===== src/rtl/td4_sequencer.sv =====
// Fetch/execute sequencer for a TD4-style 4-bit CPU: fetches one byte per
// instruction, gates the external decoder's load strobes for one EXEC cycle.
module td4_sequencer #(
  parameter int unsigned TIMEOUT = 15
) (
  input  logic       clk,
  input  logic       rst,
  input  logic       run,
  input  logic       step,
  output logic       imem_req,
  output logic [3:0] imem_addr,
  input  logic       imem_ack,
  input  logic [7:0] imem_data,
  output logic [3:0] ir_op,
  output logic [3:0] ir_im,
  output logic       c_flag,
  input  logic [3:0] dec_ld_n,
  input  logic [3:0] alu_y,
  input  logic       alu_c,
  output logic [3:0] ld_n,
  output logic [3:0] pc,
  output logic [7:0] retired,
  output logic       halted,
  output logic       err
);

  typedef enum logic [1:0] {
    S_IDLE,
    S_FETCH,
    S_EXEC,
    S_ERROR
  } state_t;

  localparam logic [7:0] WAIT_LAST = 8'(TIMEOUT - 1);

  state_t     state_reg;
  state_t     state_next;
  logic [7:0] wait_reg;
  logic [3:0] exec_ld_n;
  logic       in_exec;
  logic       fetch_expired;

  // Only a solid 0 on a decoder bit may fire a load; 1, X or Z all mean "no load".
  generate
    for (genvar gi = 0; gi < 4; gi++) begin : g_ld_gate
      assign exec_ld_n[gi] = (dec_ld_n[gi] === 1'b0) ? 1'b0 : 1'b1;
    end
  endgenerate

  assign in_exec       = (state_reg == S_EXEC) && !rst;
  assign fetch_expired = (wait_reg == WAIT_LAST);

  assign imem_req  = (state_reg == S_FETCH) && !rst;
  assign imem_addr = pc;
  assign ld_n      = in_exec ? exec_ld_n : 4'b1111;
  assign halted    = (state_reg == S_IDLE) || rst;
  assign err       = (state_reg == S_ERROR) && !rst;

  always_ff @(posedge clk) begin
    if (rst) begin
      state_reg <= S_IDLE;
    end else begin
      state_reg <= state_next;
    end
  end

  always_comb begin
    state_next = state_reg;
    case (state_reg)
      S_IDLE: begin
        if (run || step) begin
          state_next = S_FETCH;
        end
      end
      S_FETCH: begin
        // An ack on the final allowed cycle still wins over the timeout.
        if (imem_ack) begin
          state_next = S_EXEC;
        end else if (fetch_expired) begin
          state_next = S_ERROR;
        end
      end
      S_EXEC: begin
        state_next = run ? S_FETCH : S_IDLE;
      end
      default: begin
        state_next = S_ERROR;
      end
    endcase
  end

  always_ff @(posedge clk) begin
    if (rst || (state_reg != S_FETCH)) begin
      wait_reg <= 8'd0;
    end else if (!imem_ack) begin
      wait_reg <= wait_reg + 8'd1;
    end
  end

  always_ff @(posedge clk) begin
    if (rst) begin
      ir_op   <= 4'd0;
      ir_im   <= 4'd0;
      c_flag  <= 1'b0;
      pc      <= 4'd0;
      retired <= 8'd0;
    end else begin
      if ((state_reg == S_FETCH) && imem_ack) begin
        ir_op <= imem_data[7:4];
        ir_im <= imem_data[3:0];
      end
      if (state_reg == S_EXEC) begin
        c_flag  <= alu_c;
        pc      <= exec_ld_n[3] ? (pc + 4'd1) : alu_y;
        retired <= retired + 8'd1;
      end
    end
  end

endmodule

===== config.mk =====
export PLATFORM = sky130hd
export DESIGN_NAME = td4_sequencer
export DESIGN_NICKNAME = d
export VERILOG_FILES = /design/src/rtl/td4_sequencer.sv
export SDC_FILE = /design/constraint.sdc
export NUM_CORES = 1
export LEC_CHECK = 0
export ABC_AREA = 1
export BUFFER_PORTS_ARGS = -buffer_cell sky130_fd_sc_hd__buf_2
export CORE_MARGIN = 2
export CORE_UTILIZATION = 40
export CTS_CLUSTER_DIAMETER = 30
export DETAILED_ROUTE_END_ITERATION = 8
export PLACE_DENSITY = 0.66
export SLEW_MARGIN = 0
export SYNTH_ARGS = -nofsm -noshare
export SYNTH_HDL_FRONTEND = slang
export SYNTH_SLANG_ARGS = --single-unit
export TNS_END_PERCENT = 1

===== constraint.sdc =====
create_clock -name clk -period 3.29 [get_ports clk]
set_clock_uncertainty 0.2 [all_clocks]
set_input_delay 0.1645 -clock clk [delete_from_list [all_inputs] [get_ports clk]]
set_output_delay 0.1645 -clock clk [all_outputs]
set_load 0.01 [all_outputs]

==> results of run 1 <==
[metal layers]
layer	GRT usage	part of all wire
met4	0.0612	0.0056
met2	0.283	0.47
met5	0	0
met3	0.0579	0.056
met1	0.189	0.47
[worst reg2reg max path: stages, from the launching register on]
cell and delay (ps):
dfxtp_1 380, ha_1 170, nand2_1 100, nor2_1 140
nand2_1 100, nor3b_1 190, nor2_1 70
[worst paths after layout]
| check | start | end | slack, ps | cells past startpoint |
|---|---|---|---|---|
| max | rst | halted | 1360 | 5 |
| min | dec_ld_n[3] | imem_addr[1] | 20 | 3 |
| max reg2reg | wait_reg[1] | wait_reg[6] | 1840 | 6 |
| min reg2reg | ir_op[1] | ir_op[1] | 250 | 2 |
[metrics by stage]
stage	hold slack [ps]	total power, W	std cells	setup WS [ps]
after global routing	28.0	0.000966	333	1280
after CTS	10.6	0.000927	333	1340
after floorplan	33.6	0.000485	220	1910
after detailed placement	228	0.000520	312	1740
after global placement	230	0.000520	312	1790
final	15.6	0.000915	333	1360
[repair_timing]
| item | in CTS | in global routing |
|---|---|---|
| hold buffers | 13 | 0 |
| gates resized for setup | 0 | 0 |
| buffers inserted | 0 | 0 |
| endpoints found under the hold margin | 15 | 0 |
[placed cells by master, fill, tap and decap left out, drive strengths merged, types with 3 or more instances in the layout]
cell type and count:
nand2 48, or2 4, dlygate4sd3 13, clkbuf 6
buf 53, nor3 3, ha 4, nand3 11
inv 29, dfxtp 31, o21ai 21, nor2 35
a21oi 22
[cell type report]
cell class / count / area (sq um) / area share
Clock inverter: 2 / 35.0 / 0.0170
Inverter: 29 / 109 / 0.0528
Multi-Input combinational cell: 151 / 761 / 0.369
Sequential cell: 31 / 621 / 0.301
Tap cell: 48 / 60.1 / 0.0291
Clock buffer: 6 / 82.6 / 0.0400
Timing Repair Buffer: 66 / 395 / 0.192
[Yosys cell counts, drive strengths merged (3+ instances only)]
cell / n
inv: 29
o21ai: 21
nor2: 35
a21oi: 22
nand2: 48
ha: 4
nor3: 3
or2: 4
nand3: 11
dfxtp: 31
buf: 8
[logic make-up (layout without fill, tap and decap cells)]
group           count (synthesis)  after routing  share of synthesized area
fa+ha+maj                       4              4                     0.0321
compound gates                 44             44                      0.150
buf+inv                        38            103                      0.114
simple gates                  103            103                      0.306
flops                          31             31                      0.398
[power breakdown]
part	switching [W]	total (W)	leakage, nW	internal (W)
Combinational	0.0000655	0.000119	0.592	0.0000531
Clock	0.000147	0.000392	0.0612	0.000245
Sequential	0.0000130	0.000405	0.252	0.000391
==> results.json, run 1 <==
{
  "fillers": 367,
  "final_layout_size_suffix_gt1_frac": 0.274,
  "slew_viol_final": 0,
  "crit_chain": "dlygate4sd3_1 -> buf_2 -> inv_1 -> nand2_1 -> buf_2",
  "placed_area_sq_mm": 0.00182,
  "power.density_mw_per_mm2": 444,
  "clock_sinks": 31,
  "grt_max_degree": 22,
  "path_delay_family": "buffers and inverters",
  "ir_drop_mv": 0.256,
  "synthCells": 220,
  "core_area_sq_mm": 0.00372,
  "crit_buf_inv": 4,
  "drv_cap": 0,
  "synth-main-ff-cell": "dfxtp_1",
  "drc_errors": 0,
  "cts_tree": "done",
  "dr_total_vias": 1503,
  "status": "finished clean",
  "fin_util": 0.555,
  "end_kind": "output port",
  "grt_first_pass_wirelength_um": 5580,
  "dr.pass1.iters": 4,
  "slew_headroom": 0.657,
  "hpwl_um": 2230,
  "layout_worst_path_cycle_share": 0.585,
  "hold_class": "in -> reg",
  "synth_edf_count": 0,
  "synth_top_area_cell": "dfxtp_1",
  "worst_path_largest_cell_delay_ps": 550,
  "synthDistinctLibCells": 27,
  "area_growth_pct": 32.3,
  "numCtsBuffers": 5,
  "critPathMaxFanout": 21,
  "rsz0062_at_grt": "false",
  "initial_utilization": 0.420,
  "grt_usage": 0.166,
  "crit_arrival_ps": 1560,
  "drt_iter0_drc": 77,
  "setup_viol": 0,
  "required_ps": 2930,
  "ys_seq_elements": 31,
  "die_y_um": 66.4,
  "overflow": 0,
  "fp.dieW_um": 66.4,
  "diodes": 0,
  "synth_top_area_share": 0.398,
  "nets": 310,
  "hold_violations": 0,
  "root_buffer": "clkbuf_8",
  "place.gp.congestion": 0.711,
  "io_buffers": 53,
  "fin_setup_tns_ps": 0,
  "synthTopCellsByArea": "dfxtp_1, nand2_1, nor2_1",
  "syn_area_sq_mm": 0.00156,
  "clock_path_buffers": 2,
  "die_area_sq_mm": 0.00441,
  "p_leak_nw": 0.905,
  "grt_pass1_vias": 1372,
  "crit_top_cell": "buf_2",
  "timing_worst_setup_path_type": "in -> out",
  "crit_path_start_kind": "input pin",
  "ys_seq_area_frac": 0.398,
  "yosysWarningCount": 0,
  "rows": 22,
  "final_area_sq_mm": 0.00206,
  "path_clk_slew_ps": 70,
  "fmax_mhz": 519,
  "worst_pin_slew_ps": 514,
  "period_needed_ps": 1930,
  "async_reset_ff_frac": 0,
  "insertion_delay_ps": 280,
  "ant_nets": 0,
  "synth_nets": 246,
  "wl_per_cell_um": 9.68,
  "antenna_found_initial": 0,
  "routed_wirelength_um": 3220,
  "postSynthAreaPerCell_sq_um": 7.09,
  "slowest_stage": "dlygate4sd3_1",
  "viasPerCell": 4.51,
  "io_pins": 54,
  "htree_levels": 2
}
No activity file was read; power rests on OpenSTA's default activity.
==> run 2, diff against run 1 <==
- clock period: 3.29 -> 1.9 ns (I/O delays scaled with it)
==> run 2 against run 1 <==
Compared with the run above:
- critical path depth unchanged
- via count increased by 2.2%
- flip-flop and latch count unchanged
- clock power increased by 73%
- register-to-register slack got worse by 1700 ps
- die area unchanged
- sequential share of layout area decreased by 1.0 points
- combinational power increased by 87%
- sequential power increased by 73%
- global-route usage about the same
- critical path type unchanged
==> results.json, run 2 (synthesis gave the netlist of run 1 again) <==
{
  "die_y_um": 66.4,
  "wl_per_cell_um": 10.1,
  "hpwl_um": 2320,
  "final_common_cell": "buf_2",
  "ff2ff_path_depth": 6,
  "grt_usage": 0.165,
  "period_needed_ps": 1770,
  "hold_class": "in -> reg",
  "power.density_mw_per_mm2": 748,
  "rsz0062_at_grt": "false",
  "layout_worst_path_cycle_share": 0.934,
  "rows": 22,
  "slew_headroom": 0.781,
  "slew_viol_final": 0,
  "viasPerCell": 4.52,
  "drt_iter0_drc": 77,
  "slowest_stage": "dlygate4sd3_1",
  "die_area_sq_mm": 0.00441,
  "timing_worst_setup_path_type": "in -> out",
  "crit_chain": "dlygate4sd3_1 -> clkbuf_4 -> clkinvlp_4 -> nand2_1 -> buf_2",
  "cts_tree": "done",
  "dr.pass1.iters": 4,
  "grt_pass1_vias": 1387,
  "p_leak_nw": 0.933,
  "most-common-layout-cells": "buf_2, nand2_1, nor2_1, dfxtp_1, inv_1",
  "insertion_delay_ps": 290,
  "grt_max_degree": 22,
  "ir_drop_mv": 0.428,
  "initial_utilization": 0.420,
  "io_pins": 54,
  "critPathMaxFanout": 21,
  "core_area_sq_mm": 0.00372,
  "fp.dieW_um": 66.4,
  "clock_sinks": 31,
  "io_buffers": 53,
  "nets": 317,
  "post_cts_buffers": 0,
  "path_clk_slew_ps": 60,
  "crit_arrival_ps": 1480,
  "grt_first_pass_wirelength_um": 5610,
  "end_kind": "output port",
  "required_ps": 1600,
  "ant_nets": 0,
  "diodes": 0,
  "area_growth_pct": 37.2,
  "drc_errors": 0,
  "root_buffer": "clkbuf_8",
  "htree_levels": 2,
  "overflow": 0,
  "numCtsBuffers": 5,
  "clock_path_buffers": 2,
  "final_layout_size_suffix_gt1_frac": 0.277,
  "fmax_mhz": 563,
  "crit_path_start_kind": "input pin",
  "finalHoldWorstSlack_ps": 48.0,
  "worst_path_largest_cell_delay_ps": 530,
  "multi_input_area_sq_um": 761,
  "fin_util": 0.575,
  "drv_cap": 0,
  "setup_viol": 0,
  "status": "finished clean",
  "worstHoldPathCells": 6,
  "fin_setup_tns_ps": 0,
  "routed_wirelength_um": 3420,
  "dr_total_vias": 1536,
  "hold_violations": 0,
  "place.gp.congestion": 0.725,
  "register_area_sq_um": 622,
  "worst_pin_slew_ps": 328,
  "antenna_found_initial": 0,
  "fillers": 349
}
==> run 2: cell types whose count changed in the layout (fill, tap and decap cells not counted), sizes merged <==
cell	previous run	this run
clkbuf	6	7
clkinvlp	0	1
dlygate4sd3	13	19
inv	29	28
==> run 2: path summary, 6_finish.rpt <==
check | end | slack, ps | startpoint
setup reg to reg | imem_addr[3] | 170 | state_reg[0]
hold reg to reg | ir_op[2] | 240 | ir_op[2]
hold / removal | state_reg[0] | 50 | step
setup / recovery | halted | 130 | rst
==> run 2: area by class of cell <==
type,instances,share of cell area
Tap cell,48,0.0281
Timing Repair Buffer,73,0.218
Multi-Input combinational cell,151,0.356
Sequential cell,31,0.291
Inverter,29,0.0527
Clock buffer,6,0.0386
Clock inverter,2,0.0164
==> run 2: repair_timing <==
| item | CTS | global route |
|---|---|---|
| gates resized for setup | 0 | 3 |
| hold buffers | 19 | 0 |
| hold endpoints to repair | 18 | 0 |
| setup endpoints to repair | 0 | 4 |
==> run 2: worst max-delay path: cells and delay by family <==
family | cells | cell delay, ps
buf+inv | 4 | 1220
simple gates | 1 | 150
==> run 2: stage by stage <==
step,power [W],area [sq um],setup slack [ps],std cells
detailed placement,0.000905,1820,418,313
finish,0.00160,2140,125,340
global route,0.00168,2140,52.0,340
global placement,0.000902,1820,467,313
floorplan,0.000840,1560,589,220
CTS,0.00161,2130,56.2,340
==> run 2: where the power goes <==
part	internal, W	leakage [nW]	total, W	switching [W]
logic	0.000103	0.620	0.000222	0.000119
clock network	0.000424	0.0612	0.000677	0.000253
registers	0.000679	0.252	0.000701	0.0000225
total	0.00121	0.933	0.00160	0.000394
==> run 2: per-layer routing <==
metal  track usage  vias up  share of wire
li1              -      835              -
met1         0.185      658           0.45
met2         0.295       38           0.48
met3        0.0613        5          0.066
met4        0.0383        0          0.011
met5             0        -              0
